**config.mk**
```make
export PLATFORM = sky130hd
export DESIGN_NAME = seg7_bcd_counter_mux
export DESIGN_NICKNAME = d
export VERILOG_FILES = /design/src/rtl/seg7_pkg.sv /design/src/rtl/seg7_bcd_counter_mux_bcd_digit.sv /design/src/rtl/seg7_bcd_counter_mux.sv
export SDC_FILE = /design/constraint.sdc
export NUM_CORES = 1
export LEC_CHECK = 0
export ABC_AREA = 1
export CAP_MARGIN = 20
export CORE_MARGIN = 2
export CORE_UTILIZATION = 50
export DETAILED_ROUTE_END_ITERATION = 10
export PLACE_DENSITY = 0.72
export SLEW_MARGIN = 20
export SYNTH_ARGS = -nofsm -noshare
export SYNTH_HDL_FRONTEND = slang
export SYNTH_HIERARCHICAL = 1
export SYNTH_SLANG_ARGS = --single-unit
```
**constraint.sdc**
```tcl
create_clock -name clk -period 2 [get_ports clk]
set_input_delay 0.4 -clock clk [delete_from_list [all_inputs] [get_ports clk]]
set_output_delay 0.4 -clock clk [all_outputs]
set_load 0.02 [all_outputs]
```
**src/rtl/seg7_pkg.sv**
```systemverilog
// Shared segment encoding for the BCD counter / display multiplexer.
// Segments are active-low, bit6 = a ... bit0 = g.
package seg7_pkg;

    localparam logic [6:0] SEG_BLANK = 7'b1111111;

    localparam logic [6:0] SEG_0 = 7'b0000001;
    localparam logic [6:0] SEG_1 = 7'b1001111;
    localparam logic [6:0] SEG_2 = 7'b0010010;
    localparam logic [6:0] SEG_3 = 7'b0000110;
    localparam logic [6:0] SEG_4 = 7'b1001100;
    localparam logic [6:0] SEG_5 = 7'b0100100;
    localparam logic [6:0] SEG_6 = 7'b0100000;
    localparam logic [6:0] SEG_7 = 7'b0001111;
    localparam logic [6:0] SEG_8 = 7'b0000000;
    localparam logic [6:0] SEG_9 = 7'b0000100;

    // Non-decimal nibbles never come out of the counter; show them blank.
    function automatic logic [6:0] bcd_to_seg(input logic [3:0] bcd);
        logic [6:0] seg;
        case (bcd)
            4'd0:    seg = SEG_0;
            4'd1:    seg = SEG_1;
            4'd2:    seg = SEG_2;
            4'd3:    seg = SEG_3;
            4'd4:    seg = SEG_4;
            4'd5:    seg = SEG_5;
            4'd6:    seg = SEG_6;
            4'd7:    seg = SEG_7;
            4'd8:    seg = SEG_8;
            4'd9:    seg = SEG_9;
            default: seg = SEG_BLANK;
        endcase
        return seg;
    endfunction

endpackage

```
**src/rtl/seg7_bcd_counter_mux_bcd_digit.sv**
```systemverilog
// One decimal digit of the up/down counter. carry is combinational so a
// chain of digits ripples a single step through in the same cycle; it means
// "carry" when counting up and "borrow" when counting down.
module bcd_digit
    import seg7_pkg::*;
(
    input  logic       clk,
    input  logic       rst,
    input  logic       step,
    input  logic       up_dn,
    input  logic       clr,
    output logic [3:0] value,
    output logic       carry
);

    // This digit passes the step on when it is about to roll past its limit.
    assign carry = step && (up_dn ? (value == 4'd9) : (value == 4'd0));

    // Digit register: clear wins, otherwise step up or down with 9<->0 roll.
    always_ff @(posedge clk or posedge rst) begin
        if (rst) begin
            value <= 4'd0;
        end else if (clr) begin
            value <= 4'd0;
        end else if (step) begin
            if (up_dn) begin
                value <= (value == 4'd9) ? 4'd0 : value + 4'd1;
            end else begin
                value <= (value == 4'd0) ? 4'd9 : value - 4'd1;
            end
        end
    end

endmodule

```
**src/rtl/seg7_bcd_counter_mux.sv**
```systemverilog
// Multi-digit BCD up/down counter with tick prescaler and a time-multiplexed
// 7-segment driver. Optional build macro SEG7_LEADING_ZERO_BLANK_EN blanks
// leading zero digits (digit 0 is always shown).
// There is no handshake on this block: en/up_dn/clr are level inputs sampled
// every rising edge, and outputs are plain registered levels/pulses.
module seg7_bcd_counter_mux
    import seg7_pkg::*;
#(
    parameter int DIGITS   = 4,
    parameter int TICK_DIV = 50000000,
    parameter int SCAN_DIV = 50000
) (
    input  logic                  clk,
    input  logic                  rst,
    input  logic                  en,
    input  logic                  up_dn,
    input  logic                  clr,
    output logic [6:0]            led_7seg,
    output logic [DIGITS-1:0]     digit_sel,
    output logic [4*DIGITS-1:0]   count_bcd,
    output logic                  wrap
);

    localparam int PW = (TICK_DIV > 1) ? $clog2(TICK_DIV) : 1;
    localparam int SW = (SCAN_DIV > 1) ? $clog2(SCAN_DIV) : 1;
    localparam int IW = (DIGITS > 1) ? $clog2(DIGITS) : 1;

    localparam logic [PW-1:0] PRESC_LAST = PW'(TICK_DIV - 1);
    localparam logic [SW-1:0] SCAN_LAST  = SW'(SCAN_DIV - 1);
    localparam logic [IW-1:0] IDX_LAST   = IW'(DIGITS - 1);

    logic [PW-1:0]     presc;
    logic              tick;
    logic [DIGITS-1:0] step;
    logic [DIGITS-1:0] carry;

    logic [SW-1:0]     scan_cnt;
    logic [IW-1:0]     scan_idx;
    logic [3:0]        cur_digit;
    logic              cur_blank;
    logic [6:0]        next_seg;
    logic [DIGITS-1:0] next_sel;

    // ------------------------------------------------------------------
    // Prescaler: one tick every TICK_DIV enabled cycles; frozen while en=0.
    // ------------------------------------------------------------------
    assign tick = en && (presc == PRESC_LAST);

    // Prescaler register; clr restarts the tick period from zero.
    always_ff @(posedge clk or posedge rst) begin
        if (rst) begin
            presc <= '0;
        end else if (clr) begin
            presc <= '0;
        end else if (en) begin
            presc <= tick ? '0 : presc + PW'(1);
        end
    end

    // ------------------------------------------------------------------
    // Digit chain: tick steps digit 0, each carry steps the next digit.
    // ------------------------------------------------------------------
    assign step[0] = tick;

    for (genvar k = 0; k < DIGITS; k++) begin : g_digit
        if (k > 0) begin : g_link
            assign step[k] = carry[k-1];
        end
        bcd_digit u_digit (
            .clk   (clk),
            .rst   (rst),
            .step  (step[k]),
            .up_dn (up_dn),
            .clr   (clr),
            .value (count_bcd[4*k +: 4]),
            .carry (carry[k])
        );
    end

    // wrap pulses in the same cycle the count shows the rolled value.
    always_ff @(posedge clk or posedge rst) begin
        if (rst) begin
            wrap <= 1'b0;
        end else if (clr) begin
            wrap <= 1'b0;
        end else begin
            wrap <= carry[DIGITS-1];
        end
    end

    // ------------------------------------------------------------------
    // Scan: free-running divider advancing the displayed digit index.
    // ------------------------------------------------------------------
    // Scan divider and index; deliberately ignores en and clr.
    always_ff @(posedge clk or posedge rst) begin
        if (rst) begin
            scan_cnt <= '0;
            scan_idx <= '0;
        end else if (scan_cnt == SCAN_LAST) begin
            scan_cnt <= '0;
            scan_idx <= (scan_idx == IDX_LAST) ? '0 : scan_idx + IW'(1);
        end else begin
            scan_cnt <= scan_cnt + SW'(1);
        end
    end

    // Select the digit under the scan index and build its one-cold enable.
    always_comb begin
        cur_digit = 4'd0;
        next_sel  = '1;
        for (int k = 0; k < DIGITS; k++) begin
            if (k == int'(scan_idx)) begin
                cur_digit   = count_bcd[4*k +: 4];
                next_sel[k] = 1'b0;
            end
        end
    end

`ifdef SEG7_LEADING_ZERO_BLANK_EN
    logic [DIGITS-1:0] upper_zero;

    // upper_zero[k]: digit k and every more-significant digit are zero.
    always_comb begin
        logic acc;
        acc        = 1'b1;
        upper_zero = '0;
        for (int k = DIGITS - 1; k >= 0; k--) begin
            acc           = acc && (count_bcd[4*k +: 4] == 4'd0);
            upper_zero[k] = acc;
        end
    end

    // Blank a leading zero, but never the least significant digit.
    always_comb begin
        cur_blank = 1'b0;
        for (int k = 1; k < DIGITS; k++) begin
            if (k == int'(scan_idx)) begin
                cur_blank = upper_zero[k];
            end
        end
    end
`else
    // Leading zeros are always displayed.
    always_comb begin
        cur_blank = 1'b0;
    end
`endif

    assign next_seg = cur_blank ? SEG_BLANK : bcd_to_seg(cur_digit);

    // Segments and select registered together so they never disagree.
    always_ff @(posedge clk or posedge rst) begin
        if (rst) begin
            led_7seg  <= SEG_BLANK;
            digit_sel <= '1;
        end else begin
            led_7seg  <= next_seg;
            digit_sel <= next_sel;
        end
    end

endmodule

```
==> run_results.csv <==
group,metric,value,unit
hold_path,worstHoldPathType,"in2async",
yosys,syn-cell-area,4940,µm²
clocking,htreeDepth,3,
detailed_routing,vias,4928,
clocking,clockBufferDepth,2,
yosys,synth.distinct_cells,37,
sta,min_period,2.02,ns
critical_path,reg2regPathDepth,14,
pwr,power_density,514,nW/µm²
yosys,ys_ff_latch,72,
final_layout,area_growth,30.2,%
yosys,netlist_top_cells_count,"nand2_1 (184), inv_1 (124), nor2_1 (111)",
pwr,vdd_drop_max,0.300,mV
detailed_routing,wl_per_cell,12.6,µm
yosys,synth_top_area_frac,0.309,
global_route,grt_use_total,0.244,
floorplan,initial_utilization,0.510,
sta,relSlewSlack,0.722,
pwr,leakagePower,3.27,nW
detailed_routing,vias_per_cell,5.05,
detailed_routing,first_pass_iters,5,
critical_path,crit_arrival,2.29,ns
global_route,grt.overflow.total,0,
critical_path,required,2.27,ns
sta,final_max_slew_viol_count,0,
clocking,numCtsBuffers,9,
global_route,grt_pass1_wl,20900,µm
final_layout,drive_above_1_share,0.223,
clocking,root_buffer,"clkbuf_8",
yosys,synth_edf_count,0,
yosys,syn_avg_cell_area,6.93,µm²
detailed_routing,drc,0,
global_route,grt_pass1_vias,4887,
clocking,clkSlewWorstSetupHoldPaths,0.08,ns
yosys,synth_top_cell_by_area,"dfrtp_1",
sta,rsz0062_at_grt,"yes",
job,max-cap-violations,0,
floorplan,rows,36,
sta,tightestPinTransition,0.413,ns
run_status,status,"complete, but fails checks",
yosys,ys.flop_type,"dfrtp_1",
sta,setup_tns,-0.0835,ns
critical_path,r2r-start,"presc[6]",
clocking,cts_sinks,72,
floorplan,fp.dieH,103,µm
sta,hold_viol,0,
detailed_routing,antenna_left,0,
clocking,worstSkewPairLatency,0.34,ns
yosys,asyncSetResetFlopFracSynth,1.00,
global_route,grt_start_max_net_pins,57,
yosys,yosysSeqAreaShare,0.367,
critical_path,start_kind,"register",
critical_path,timing_worst_setup_path_type,"reg2reg",
critical_path,worstPathMaxFanout,2,
floorplan,core-area,9680,µm²
clocking,cts_tree,"yes",
critical_path,cp-end-kind,"register",
detailed_routing,totalWireLength,12300,µm
yosys,yosys_warnings,6,
yosys,syn_nets,747,
sta,hold_slack,0.454,ns
floorplan,ioPinCount,33,
yosys,yosysMostFrequentCell,"nand2_1",
sta,fin_ws,-0.0209,ns
placement,hpwl,9170,µm
global_route,antenna_found_initial,0,
yosys,synth_cells,713,
final_layout,fillers,806,
final_layout,antenna_cells,0,
critical_path,r2r-end,"g_digit[1].u_digit/value[3]",
yosys,synthTopCellsByArea,"dfrtp_1 (31%), nand2_1 (14%), inv_1 (9.4%)",
critical_path,r2r_slack,-0.02,ns
sta,clock_skew,0.0104,ns
run_status,violations,"setup timing",
placement,gp_congestion,0.956,
floorplan,die-area,10700,µm²
floorplan,die-width,103,µm
sta,setup_viol,6,
sta,fmax,495,MHz
detailed_routing,drt_iter0_drc,250,
placement,io_buffer_count,32,
final_layout,nets,871,
sta,timing.final.crit_share,1.01,
flip-flops by register name, indices dropped and copies added (netlist names):
signal / cells
presc: 26
g_digit.u_digit/value: 16
scan_cnt: 16
led_7seg: 7
digit_sel: 4
scan_idx: 2
wrap: 1
power by group:
part / switching (mW) / internal [mW]
sequential: 0.0283 / 1.49
combinational: 0.225 / 0.140
clock: 0.558 / 0.864
repair_timing:
action / 4_1_cts / 5_1_grt
setup endpoints to repair: 9 / 20
pin swaps: 8 / 26
setup buffers: 8 / 4
hold buffers: 0 / 0
resized for setup: 12 / 36
gates cloned: 0 / 0
routing by layer:
metal,share of wire,track usage,vias up
met5,0,0,-
met2,0.50,0.417,129
li1,-,-,2455
met3,0.046,0.0289,22
met1,0.44,0.319,2322
met4,0.016,0.0921,0
layout make-up:
class                      instances  area (µm²)  share of cell area
timing repair buffer             116         973               0.151
sequential                        72        1820               0.283
tap                              133         166              0.0259
inverter                         132         497              0.0772
multi-input combinational        506        2730               0.425
clock buffer                      11         141              0.0220
clock inverter                     5         104              0.0161
through the flow:
| step | instance area [µm²] | setup WS [ns] | cells | power (mW) | util |
|---|---|---|---|---|---|
| global placement | 5960 | -0.607 | 947 | 1.89 | 0.615 |
| CTS | 6290 | 0.00336 | 971 | 3.32 | 0.649 |
| global route | 6430 | -0.177 | 975 | 3.43 | 0.664 |
| finish | 6430 | -0.0209 | 975 | 3.31 | 0.664 |
| floorplan | 4940 | 0.0256 | 713 | 1.75 | - |
| detailed placement | 5960 | -0.623 | 947 | 1.90 | 0.615 |
placed cells by master (no fill, tap or decap), drive strengths merged:
| cell | synthesis | routed |
|---|---|---|
| a21o | 2 | 2 |
| a21oi | 15 | 15 |
| a41oi | 1 | 1 |
| and3 | 1 | 1 |
| buf | 3 | 84 |
| bufinv | 0 | 3 |
| clkbuf | 0 | 11 |
| clkdlybuf4s50 | 0 | 31 |
| clkinv | 3 | 5 |
| dfrtp | 61 | 61 |
| dfstp | 11 | 11 |
| dlygate4sd2 | 0 | 1 |
| ha | 29 | 29 |
| inv | 129 | 129 |
| nand2 | 190 | 190 |
| nand3 | 69 | 69 |
| nand3b | 3 | 3 |
| nand4 | 20 | 20 |
| nor2 | 122 | 122 |
| nor2b | 4 | 4 |
| nor3 | 11 | 11 |
| nor4 | 1 | 1 |
| o211ai | 2 | 2 |
| o21ai | 22 | 22 |
| or2 | 2 | 2 |
| xnor2 | 2 | 2 |
| xor2 | 10 | 10 |
critical path: stages (launching register included):
cell	delay [ns]
dfrtp_1	0.37
inv_2	0.06
nor4_4	0.30
nand4_1	0.14
nor2_2	0.17
inv_2	0.07
nor2_4	0.12
buf_4	0.11
buf_4	0.09
buf_4	0.09
buf_4	0.09
nand2_2	0.05
nor2b_2	0.15
nand3_2	0.09
nand2_1	0.06
how the worst max path moves through the flow:
| stage | from | endpoint | slack [ns] | cells after the start |
|---|---|---|---|---|
| after floorplan | presc[0] | g_digit[3].u_digit/value[2] | 0.03 | 17 |
| after global placement | en | g_digit[3].u_digit/value[2] | -0.61 | 17 |
| after detailed placement | en | g_digit[3].u_digit/value[2] | -0.62 | 17 |
| after CTS | presc[11] | g_digit[3].u_digit/value[2] | 0.003 | 15 |
| after global routing | presc[6] | wrap | -0.18 | 15 |
| final | presc[6] | g_digit[1].u_digit/value[3] | -0.02 | 14 |
kinds of logic (layout without fill, tap and decap cells):
kind of cell | count (synthesis) | in the layout | synth area share
fa+ha+maj | 29 | 29 | 0.0734
buf+inv | 135 | 264 | 0.105
compound gates | 42 | 42 | 0.0463
flops | 72 | 72 | 0.367
simple gates | 423 | 423 | 0.386
xor+xnor | 12 | 12 | 0.0213
No activity file was read; power rests on OpenSTA's default activity.
